===== src/rtl/command_responder_pkg.sv =====
// Shared types for the manager-link responder: command codes, response
// packet layout, FSM state encodings and the response builder.
package ResponderPkg;

  localparam int DATA_W = 32;
  localparam int ADDR_W = 8;
  localparam int CMD_W  = 5;
  localparam int MSG_W  = 48;

  typedef enum logic [CMD_W-1:0] {
    CMD_NOP   = 5'h00,
    CMD_WRITE = 5'h01,
    CMD_READ  = 5'h02,
    CMD_PING  = 5'h03,
    CMD_ERROR = 5'h1F
  } cmd_e;

  typedef struct packed {
    logic [2:0]        reserved;
    logic [CMD_W-1:0]  command;
    logic [ADDR_W-1:0] addr;
    logic [DATA_W-1:0] data;
  } response_t;

  localparam logic [DATA_W-1:0] PING_PATTERN = 32'hC0FF_EE00;

  localparam logic [2:0] ST_IDLE      = 3'd0;
  localparam logic [2:0] ST_DECODE    = 3'd1;
  localparam logic [2:0] ST_READ_WAIT = 3'd2;
  localparam logic [2:0] ST_BUILD     = 3'd3;
  localparam logic [2:0] ST_WAIT_SENT = 3'd4;

  // Illegal commands answer with CMD_ERROR and carry the offending code.
  function automatic response_t build_response(
    input logic [CMD_W-1:0]  cmd,
    input logic [ADDR_W-1:0] addr,
    input logic [DATA_W-1:0] wdata,
    input logic [DATA_W-1:0] rdata
  );
    response_t r;
    r.reserved = 3'b000;
    r.addr     = addr;
    case (cmd)
      CMD_WRITE: begin
        r.command = CMD_WRITE;
        r.data    = wdata;
      end
      CMD_READ: begin
        r.command = CMD_READ;
        r.data    = rdata;
      end
      CMD_PING: begin
        r.command = CMD_PING;
        r.data    = PING_PATTERN;
      end
      default: begin
        r.command = CMD_ERROR;
        r.data    = {{(DATA_W-CMD_W){1'b0}}, cmd};
      end
    endcase
    return r;
  endfunction

endpackage


===== src/rtl/command_responder_sat_counter8.sv =====
// 8-bit event counter that sticks at 255 and clears synchronously.
module sat_counter8 (
  input  logic       clk,
  input  logic       i_clr,
  input  logic       i_inc,
  output logic [7:0] o_count
);

  logic [7:0] r_count;

  always_ff @(posedge clk) begin
    if (i_clr) begin
      r_count <= 8'd0;
    end else if (i_inc && (r_count != 8'hFF)) begin
      r_count <= r_count + 8'd1;
    end
  end

  assign o_count = r_count;

endmodule


===== src/rtl/command_responder.sv =====
// Responder end of the manager link: executes decoded packets against the
// register bank and returns one 48-bit response per non-NOP command.
module command_responder
  import ResponderPkg::*;
#(
  parameter int DATA_LENGTH   = 32,
  parameter int ADDRWIDTH     = 8,
  parameter int COMMAND_WIDTH = 5,
  parameter int MSG_LENGTH    = 48,
  parameter int TIMEOUT       = 1024
) (
  input  logic                     clk,
  input  logic                     rsnt,
  input  logic                     packet_received,
  input  logic [COMMAND_WIDTH-1:0] command,
  input  logic [ADDRWIDTH-1:0]     reg_addr,
  input  logic [DATA_LENGTH-1:0]   rx_data,
  input  logic                     data_sent,
  output logic                     send_data,
  output logic [MSG_LENGTH-1:0]    tx_data,
  output logic                     reg_wr_en,
  output logic                     reg_rd_en,
  output logic [ADDRWIDTH-1:0]     reg_bus_addr,
  output logic [DATA_LENGTH-1:0]   reg_wdata,
  input  logic [DATA_LENGTH-1:0]   reg_rdata,
  output logic                     busy,
  output logic [7:0]               drop_count,
  output logic [7:0]               timeout_count,
  output logic [2:0]               dbg_state
);

  // Handshake: send_data holds tx_data stable until data_sent is seen in
  // WAIT_SENT (or the timer abandons it); data_sent elsewhere is ignored.
  localparam int TIMER_W = (TIMEOUT > 1) ? $clog2(TIMEOUT) : 1;
  localparam logic [TIMER_W-1:0] TIMER_LAST = TIMER_W'(TIMEOUT - 1);

  logic [2:0]               r_state;
  logic [2:0]               w_next_state;
  logic [COMMAND_WIDTH-1:0] r_cmd;
  logic [ADDRWIDTH-1:0]     r_addr;
  logic [DATA_LENGTH-1:0]   r_data;
  logic [DATA_LENGTH-1:0]   r_rdata;
  logic [TIMER_W-1:0]       r_timer;
  logic                     r_send;
  logic [MSG_LENGTH-1:0]    r_tx;
  logic                     r_wr_en;
  logic                     r_rd_en;
  logic [ADDRWIDTH-1:0]     r_bus_addr;
  logic [DATA_LENGTH-1:0]   r_wdata;
  logic                     r_busy;

  logic w_timer_done;
  logic w_drop_inc;
  logic w_timeout_inc;

  assign w_timer_done  = (r_timer == TIMER_LAST);
  assign w_drop_inc    = packet_received && (r_state != ST_IDLE);
  // data_sent on the abandon edge takes priority and is not a timeout.
  assign w_timeout_inc = (r_state == ST_WAIT_SENT) && !data_sent && w_timer_done;

  always_comb begin
    w_next_state = r_state;
    case (r_state)
      ST_IDLE:      if (packet_received) w_next_state = ST_DECODE;
      ST_DECODE: begin
        case (r_cmd)
          CMD_NOP:  w_next_state = ST_IDLE;
          CMD_READ: w_next_state = ST_READ_WAIT;
          default:  w_next_state = ST_BUILD;
        endcase
      end
      ST_READ_WAIT: w_next_state = ST_BUILD;
      ST_BUILD:     w_next_state = ST_WAIT_SENT;
      ST_WAIT_SENT: if (data_sent || w_timer_done) w_next_state = ST_IDLE;
      default:      w_next_state = ST_IDLE;
    endcase
  end

  always_ff @(posedge clk) begin
    if (rsnt) begin
      r_state    <= ST_IDLE;
      r_cmd      <= '0;
      r_addr     <= '0;
      r_data     <= '0;
      r_rdata    <= '0;
      r_timer    <= '0;
      r_send     <= 1'b0;
      r_tx       <= '0;
      r_wr_en    <= 1'b0;
      r_rd_en    <= 1'b0;
      r_bus_addr <= '0;
      r_wdata    <= '0;
      r_busy     <= 1'b0;
    end else begin
      r_state <= w_next_state;
      r_busy  <= (w_next_state != ST_IDLE);
      r_wr_en <= 1'b0;
      r_rd_en <= 1'b0;
      case (r_state)
        ST_IDLE: begin
          if (packet_received) begin
            r_cmd  <= command;
            r_addr <= reg_addr;
            r_data <= rx_data;
          end
        end
        ST_DECODE: begin
          if (r_cmd == CMD_WRITE) begin
            r_wr_en    <= 1'b1;
            r_bus_addr <= r_addr;
            r_wdata    <= r_data;
          end else if (r_cmd == CMD_READ) begin
            r_rd_en    <= 1'b1;
            r_bus_addr <= r_addr;
          end
        end
        ST_READ_WAIT: r_rdata <= reg_rdata;
        ST_BUILD: begin
          r_tx    <= build_response(r_cmd, r_addr, r_data, r_rdata);
          r_send  <= 1'b1;
          r_timer <= '0;
        end
        ST_WAIT_SENT: begin
          if (data_sent || w_timer_done) begin
            r_send <= 1'b0;
          end else begin
            r_timer <= r_timer + TIMER_W'(1);
          end
        end
        default: ;
      endcase
    end
  end

  sat_counter8 u_drop_counter (
    .clk     (clk),
    .i_clr   (rsnt),
    .i_inc   (w_drop_inc),
    .o_count (drop_count)
  );

  sat_counter8 u_timeout_counter (
    .clk     (clk),
    .i_clr   (rsnt),
    .i_inc   (w_timeout_inc),
    .o_count (timeout_count)
  );

  assign send_data    = r_send;
  assign tx_data      = r_tx;
  assign reg_wr_en    = r_wr_en;
  assign reg_rd_en    = r_rd_en;
  assign reg_bus_addr = r_bus_addr;
  assign reg_wdata    = r_wdata;
  assign busy         = r_busy;
  assign dbg_state    = r_state;

endmodule


===== config.mk =====
export PLATFORM = sky130hd
export DESIGN_NAME = command_responder
export DESIGN_NICKNAME = d
export VERILOG_FILES = /design/src/rtl/command_responder_pkg.sv /design/src/rtl/command_responder_sat_counter8.sv /design/src/rtl/command_responder.sv
export SDC_FILE = /design/constraint.sdc
export NUM_CORES = 1
export LEC_CHECK = 0
export BUFFER_PORTS_ARGS = -buffer_cell sky130_fd_sc_hd__buf_2
export CORE_ASPECT_RATIO = 2
export CORE_MARGIN = 3
export CORE_UTILIZATION = 50
export CTS_BUF_LIST = sky130_fd_sc_hd__clkbuf_2 sky130_fd_sc_hd__clkbuf_4 sky130_fd_sc_hd__clkbuf_8
export DETAILED_ROUTE_END_ITERATION = 6
export PLACE_DENSITY = 0.79
export SYNTH_ARGS = -nofsm -noshare
export SYNTH_HDL_FRONTEND = slang
export SYNTH_SLANG_ARGS = --single-unit
export TNS_END_PERCENT = 20

===== constraint.sdc =====
create_clock -name clk -period 3.2 [get_ports clk]
set_input_delay 0.48 -clock clk [delete_from_list [all_inputs] [get_ports clk]]
set_output_delay 0.48 -clock clk [all_outputs]
set_load 0.02 [all_outputs]

==> results of run 1 <==
-- placed cells by master, fill, tap and decap left out, types with 2 or more instances in the layout --
cell type    n
buf_4       16
a21oi_1    117
xor2_1       3
conb_1       3
a222oi_1    11
nor4b_1      2
o41ai_1      3
nor4_2       3
nor2_2       2
and4b_1      2
a221o_1      2
nand4_1      3
o21ai_0     10
o211ai_1     3
xnor2_1      2
nor2b_1      8
clkinv_2     2
ha_1         3
a311oi_1     3
dfxtp_1    193
nand3_1     14
buf_2      187
nor2_1      84
nand2_1    198
mux2i_1     41
mux2_2       3
nor3_1      13
clkbuf_8    17
diode_2      4
inv_6       10
nand2b_1     5
inv_1       17
or3_1        4
o31ai_1     25
or4_1        7
and3_1       4
a211oi_1     5
-- power by group through the flow --
| stage | Clock, mW | Combinational, mW | Sequential [mW] |
|---|---|---|---|
| 6_report | 1.54 | 0.445 | 2.55 |
| 5_1_grt | 1.68 | 0.503 | 2.57 |
| 4_1_cts | 1.58 | 0.450 | 2.55 |
| 3_5_place_dp | 0 | 0.448 | 2.61 |
| 3_3_place_gp | 0 | 0.441 | 2.61 |
| 2_1_floorplan | 0 | 0.292 | 2.60 |
-- stage by stage --
| stage | utilization (%) | power (mW) | setup WS, ns | cells | cell area [sq um] |
|---|---|---|---|---|---|
| 5_1_grt | 61.5 | 4.75 | 0.698 | 1244 | 8870 |
| 3_5_place_dp | 58.8 | 3.06 | 0.720 | 1209 | 8480 |
| 4_1_cts | 61.4 | 4.58 | 0.772 | 1241 | 8860 |
| 2_1_floorplan | - | 2.89 | 0.818 | 879 | 7430 |
| 3_3_place_gp | 58.8 | 3.05 | 0.729 | 1209 | 8480 |
| 6_report | 61.5 | 4.54 | 0.755 | 1245 | 8870 |
-- registers in the layout, summed over array words and instances (netlist names) --
name and flops:
r_rdata 32, dbg_state 3, r_cmd 5, reg_rd_en 1, send_data 1, r_addr 8
u_timeout_counter.o_count 8, reg_bus_addr 8, reg_wdata 32, busy 1, r_data 32, u_drop_counter.o_count 8
reg_wr_en 1, tx_data 43, r_timer 10
-- kinds of logic after synthesis --
kind of cell	after synthesis	share of synthesized area, %
multiplexers	44	5.99
XOR/XNOR	5	0.590
buffers and inverters	82	4.45
other	1	0.0505
AO/OA/AOI/OAI	187	15.2
AND/OR/NAND/NOR	362	21.1
flip-flops	193	52.1
adder cells (fa/ha/maj)	3	0.506
-- synthesized netlist by cell type, types with 5 or more instances --
master	number	area (sq um)
a211oi_1	5	37.5
a21oi_1	117	586
a222oi_1	11	110
buf_4	5	37.5
clkbuf_1	53	199
dfxtp_1	193	3860
inv_1	17	63.8
mux2i_1	41	410
nand2_1	199	747
nand2b_1	5	31.3
nand3_1	15	75.1
nor2_1	86	323
nor2b_1	8	50.1
nor3_1	13	65.1
o21ai_0	10	50.1
o31ai_1	25	188
or4_1	7	52.6
-- how the worst max path moves through the flow --
stage | from | endpoint | cells after the start
after detailed placement | data_sent | u_timeout_counter.o_count[4] | 5
after global placement | data_sent | u_timeout_counter.o_count[4] | 5
after CTS | dbg_state[0] | u_timeout_counter.o_count[4] | 4
final | dbg_state[0] | u_timeout_counter.o_count[4] | 4
after floorplan | dbg_state[2] | u_timeout_counter.o_count[7] | 5
after global routing | dbg_state[0] | u_timeout_counter.o_count[4] | 4
-- area by class of cell --
class | instances | area, sq um
Inverter | 17 | 63.8
Fill cell | 1274 | 5560
Tap cell | 192 | 240
Clock buffer | 17 | 234
Antenna cell | 4 | 10.0
Clock inverter | 15 | 144
Timing Repair Buffer | 203 | 1060
Multi-Input combinational cell | 604 | 3260
Sequential cell | 193 | 3860
-- worst max-delay path, cell delays in order (launching register included) --
cell and delay (ns):
dfxtp_1 0.45, or4b_4 0.61, or4_4 0.64, or4_1 0.53, a21oi_1 0.14
-- routing by layer --
layer	wire [um]	vias up
met2	10700	207
met1	6930	3126
li1	-	3315
met4	902	4
met5	22	-
met3	1090	49
==> summary.txt, run 1 <==
Hold path
  • Min-Delay Path Depth: 3
  • Hold Path Sink: r_data[17]
  • Worst Min Path Start: rx_data[17]
  • Worst hold path type: input pin to register

STA
  • Hold Vio Cnt, Final: 0
  • Pins Over Slew Limit: 0
  • Final setup violation count: 0
  • Final Cycle Share: 76.4%
  • Sum Neg Setup Slack: 0 ns
  • Slew margin rel.: between 30% and 40%
  • F_max: ~0.41 GHz
  • Skew final: 0.0141 ns
  • Final hold slack: ~0.24 ns
  • Worst-margin pin slew: roughly 0.96 ns
  • Min Tclk post-route: 2.45 ns
  • RSZ-0062 raised after global routing: no

Setup path
  • Kind of critical path: register to register
  • Cells on worst reg2reg path: 4
  • R2R Path Start: dbg_state[0]
  • R2R setup slack: 0.75 ns
  • Req. time, crit path: 3.59 ns
  • Arr. time, crit path: 2.83 ns
  • RR Endpoint: u_timeout_counter.o_count[4]
  • Crit path max fanout: 15
  • Nature of the critical path endpoint: register
  • CP Launch Type: register

Place
  • Detailed Place HPWL: 14100 um
  • PortBufs: 188
  • RePlAce Congestion: about 0.81

Synthesis
  • Seq/Total Area, Yosys: between 50 and 60%
  • FF+latch count, synth: between 150 and 200
  • Avg Inst Size Synth: around 8.5 sq um
  • Top FF cell, synth: dfxtp_1
  • Post-Syn Area: 7420 sq um
  • Yosys warnings: 0
  • Syn Inst Count: 877
  • Fraction of registers with async set or reset after synthesis: 0%
  • Synth unique cells: 52
  • Number of synthesized flops with an enable pin: 0

Finish
  • Syn-to-layout area delta: 19.6%
  • Ratio of cells with drive above 1 in the final layout: between 20% and 30%
  • Nets@finish: 1120

Power and ir drop
  • Sequential share of power: 56.3%
  • Switching power: between 1 and 1.5 mW
  • Pint: 3.28 mW
  • Worst VDD drop: around 0.34 mV
  • Sw frac: around 28%
  • Clock power frac: 33.9%
  • Power Density: 511 nW/um^2
  • Pleak: 4.02 nW
  • Combinational power share: under 10%

Clocking
  • Hold_buf cts: 0
  • TritonCTS buffer count: 17
  • Setup bufs post-CTS: 0
  • Worst skew pair latency: 0.46 ns
  • Maximum buffer depth of the clock tree: 2
  • Reg clk slew, reported paths: 0.11 ns
  • H-tree depth: 4
  • Post_cts resized: 0
  • CTS Root Buffer Type: clkbuf_8
  • # clock sinks: 193
  • CTS tree: built

GRT
  • Largest net degree at the start of global routing: 78
  • Initial antenna violation count: 5
  • GR Layer Usage met1: 24.5%
  • Vias in the first global route: about 6300
  • M2 GR Usage: 44.4%
  • Global-route track usage on met3: 6.33%
  • Total gr overflow: 0
  • First-pass GRT wire length: 31000 um
  • Most Crowded Layer GR: met2
  • Aggregate global-route resource usage: 24.1%

Floorplan
  • Die W: 92.1 um
  • Die Height: between 150 and 200 um
  • Core ar.: ~14000 sq um
  • Die footprint: 16400 sq um
  • I/O pin cnt: 192
  • Core Rows: 62
  • Initial core utilization: 51.4%

Detailed routing
  • DR DRC count: 0
  • Drt wl/cell: 15.8 um
  • Total number of vias: 6701
  • First-pass DRT Iterations: 5
  • Detailed Route Iter0 Violations: 418
  • Final wirelength: 19700 um
  • Vias per inst: 5.38
  • Final ANT Viol Nets: 0

Job
  • Maxcap violations: 0

Outcome
  • Outcome: completed
Note: power is estimated with default switching activity, not from simulation.
==> run 2, diff against run 1 <==
- ABC_AREA: not set -> 1
- clock period: 3.2 -> 2.32 ns (I/O delays scaled with it)
==> summary.txt, run 2 <==
Detailed routing
  • DR DRC count: 0 (unchanged)
  • Final wirelength: 21000 um (+6.7%)
  • First-pass DRT Iterations: 7 (+2)
  • Final ANT Viol Nets: 0 (unchanged)
  • Vias per inst: 5.27 (-2.0%)
  • Total number of vias: 7072 (+5.5%)
  • Detailed Route Iter0 Violations: 311 (-26%)
  • Drt wl/cell: 15.7 um (-0.95%)

Hold path
  • Worst hold path type: input pin to register

Setup path
  • Most frequent CP cell: nor2_1
  • Crit path cell chain: ha_1 -> nand2_1 -> nor2_1 -> nand3_1 -> nor2_4 -> nand2_2 -> o21ai_1 -> nor2_1
  • CP max-delay cell: dfxtp_1
  • Crit path max fanout: 9 (-6)
  • Worst path max stage delay: 0.39 ns (-0.25 ns)
  • Kind of critical path: register to register
  • CP Launch Type: register
  • CP Buf/Inv Count: 0 (unchanged)
  • Req. time, crit path: 2.68 ns (-0.91 ns)
  • Family with the most delay on the worst path: simple AND/OR/NAND/NOR gates
  • Arr. time, crit path: 2.33 ns (-0.50 ns)
  • Nature of the critical path endpoint: register

GRT
  • Largest net degree at the start of global routing: 117 (+50%)
  • Aggregate global-route resource usage: 25.5% (+1.5 points)
  • Total gr overflow: 0 (unchanged)
  • First-pass GRT wire length: 33200 um (+7.0%)
  • Initial antenna violation count: 3 (-2)
  • Vias in the first global route: 6938 (+9.7%)

Synthesis
  • Top FF cell, synth: dfxtp_1
  • Top cells by area, synth: dfxtp_1, nand2_1, o21ai_0
  • Fraction of registers with async set or reset after synthesis: 0% (unchanged)
  • FF+latch count, synth: 193 (unchanged)
  • Synth cell count leaders: dfxtp_1, nand2_1, o21ai_0, a21oi_1, inv_1
  • Post-Syn Area: 7470 sq um (+0.69%)
  • Yosys warnings: 0 (unchanged)
  • Seq/Total Area, Yosys: 51.7% (-0.36 points)
  • Post-synth top area cell: dfxtp_1
  • Avg Inst Size Synth: 7.68 sq um (-9.2%)
  • Syn Inst Count: 973 (+11%)
  • Number of synthesized flops with an enable pin: 0 (unchanged)
  • Synth unique cells: 31 (-40%)
  • Count leader, synth: dfxtp_1
  • Area share of the largest cell type after synthesis: 51.7% (-0.36 points)

Clocking
  • TritonCTS buffer count: 17 (unchanged)
  • Reg clk slew, reported paths: 0.10 ns (about the same)
  • CTS Root Buffer Type: clkbuf_8
  • Maximum buffer depth of the clock tree: 2 (unchanged)
  • # clock sinks: 193 (unchanged)
  • Post_cts resized: 0 (unchanged)
  • Setup bufs post-CTS: 0 (unchanged)
  • CTS tree: built
  • Worst skew pair latency: 0.47 ns (about the same)
  • Hold_buf cts: 0 (unchanged)
  • H-tree depth: 4 (unchanged)

Outcome
  • Outcome: completed

Place
  • PortBufs: 188 (unchanged)
  • RePlAce Congestion: 0.869 (+6.7%)
  • Detailed Place HPWL: 14900 um (+6.3%)
  • Dpl cells: 1308 (+8.2%)

Job
  • Maxcap violations: 0 (unchanged)

Power and ir drop
  • Pleak: 3.95 nW (-1.7%)
  • Power Density: 785 nW/um^2 (+54%)
  • Worst VDD drop: 0.514 mV (+50%)

STA
  • Slew margin rel.: 37.6% (+2.0 points)
  • Hold Vio Cnt, Final: 0 (unchanged)
  • Worst-margin pin slew: 0.934 ns (-0.0275 ns)
  • Min Tclk post-route: 1.97 ns (-0.477 ns)
  • Sum Neg Setup Slack: 0 ns (unchanged)
  • Pins Over Slew Limit: 0 (unchanged)
  • F_max: 0.508 GHz (+24%)
  • Final setup violation count: 0 (unchanged)
  • RSZ-0062 raised after global routing: no
  • Final Cycle Share: 84.8% (+8.4 points)
  • Skew final: 0.0242 ns (+0.0102 ns)

Finish
  • Max reg flops: 43 (unchanged)
  • Most frequent cells in the layout: dfxtp_1, nand2_1, buf_2, o21ai_0, a21oi_1
  • Ratio of cells with drive above 1 in the final layout: 21.9% (-1.9 points)
  • Syn-to-layout area delta: 19.3%
  • Finished Layout Cells: 1341 (+7.7%)
  • Nets@finish: 1219 (+8.8%)
  • Leading cell type in the layout, fill and taps excluded: dfxtp_1

Floorplan
  • Die W: 92.4 um (+0.32%)
  • Die footprint: 16500 sq um (+0.65%)
  • Die Height: 179 um (+0.33%)
  • I/O pin cnt: 192 (unchanged)
  • Core ar.: 14500 sq um (+0.54%)
  • Initial core utilization: 51.5% (+0.079 points)
  • Core Rows: 62 (unchanged)
==> run 2: cell type report <==
type | instances | area, sq um
Clock buffer | 18 | 241
Inverter | 105 | 395
Clock inverter | 13 | 129
Antenna cell | 2 | 5.00
Sequential cell | 193 | 3860
Timing Repair Buffer | 202 | 1080
Fill cell | 1415 | 5590
Multi-Input combinational cell | 616 | 2950
Tap cell | 192 | 240
==> run 2: routing by layer <==
metal	up-vias	global-route usage, %	wire [um]
li1	3501	-	-
met1	3266	26.4	7800
met2	223	46.1	11000
met3	80	4.79	956
met4	2	16.9	1200
met5	-	0	13
==> run 2: power breakdown <==
part,internal [mW],switching (mW)
logic,0.356,0.818
registers,3.59,0.124
clock network,0.876,1.23
==> run 2: metrics by stage <==
| step | power (mW) | setup WS (ns) | util [%] | hold slack [ns] | cell area, sq um |
|---|---|---|---|---|---|
| after floorplan | 4.56 | 0.728 | - | 0.424 | 7480 |
| final | 7.00 | 0.352 | 61.4 | 0.148 | 8910 |
| after CTS | 7.03 | 0.317 | 61.4 | 0.119 | 8910 |
| after detailed placement | 4.96 | 0.339 | 58.8 | 0.434 | 8540 |
| after global placement | 4.93 | 0.377 | 58.8 | 0.434 | 8540 |
| after global routing | 7.33 | 0.131 | 61.4 | 0.143 | 8910 |
==> run 2: worst paths after layout <==
kind,from,endpoint,slack [ns],depth (start not counted)
max,r_timer[1],u_timeout_counter.o_count[6],0.35,8
min,reg_rdata[19],r_rdata[19],0.15,3
max reg2reg,r_timer[1],u_timeout_counter.o_count[6],0.35,8
min reg2reg,r_rdata[31],r_rdata[31],0.45,2
==> run 2: cells by family (layout without fill, tap and decap cells) <==
logic type	after synthesis	after routing	synth area share, %
other	1	5	0.0502
adders and majority gates	3	3	0.502
xor gates and xnor gates	9	9	1.05
AOI/OAI and AO/OA	287	287	19.5
and+or+nand+nor	314	314	18.1
buffers and inverters	166	338	9.09
DFF	193	193	51.7
==> run 2: worst reg2reg max path, stage by stage, from the launching register on <==
cell	delay, ns
dfxtp_1	0.39
ha_1	0.26
nand2_1	0.10
nor2_1	0.19
nand3_1	0.22
nor2_4	0.31
nand2_2	0.19
o21ai_1	0.17
nor2_1	0.05
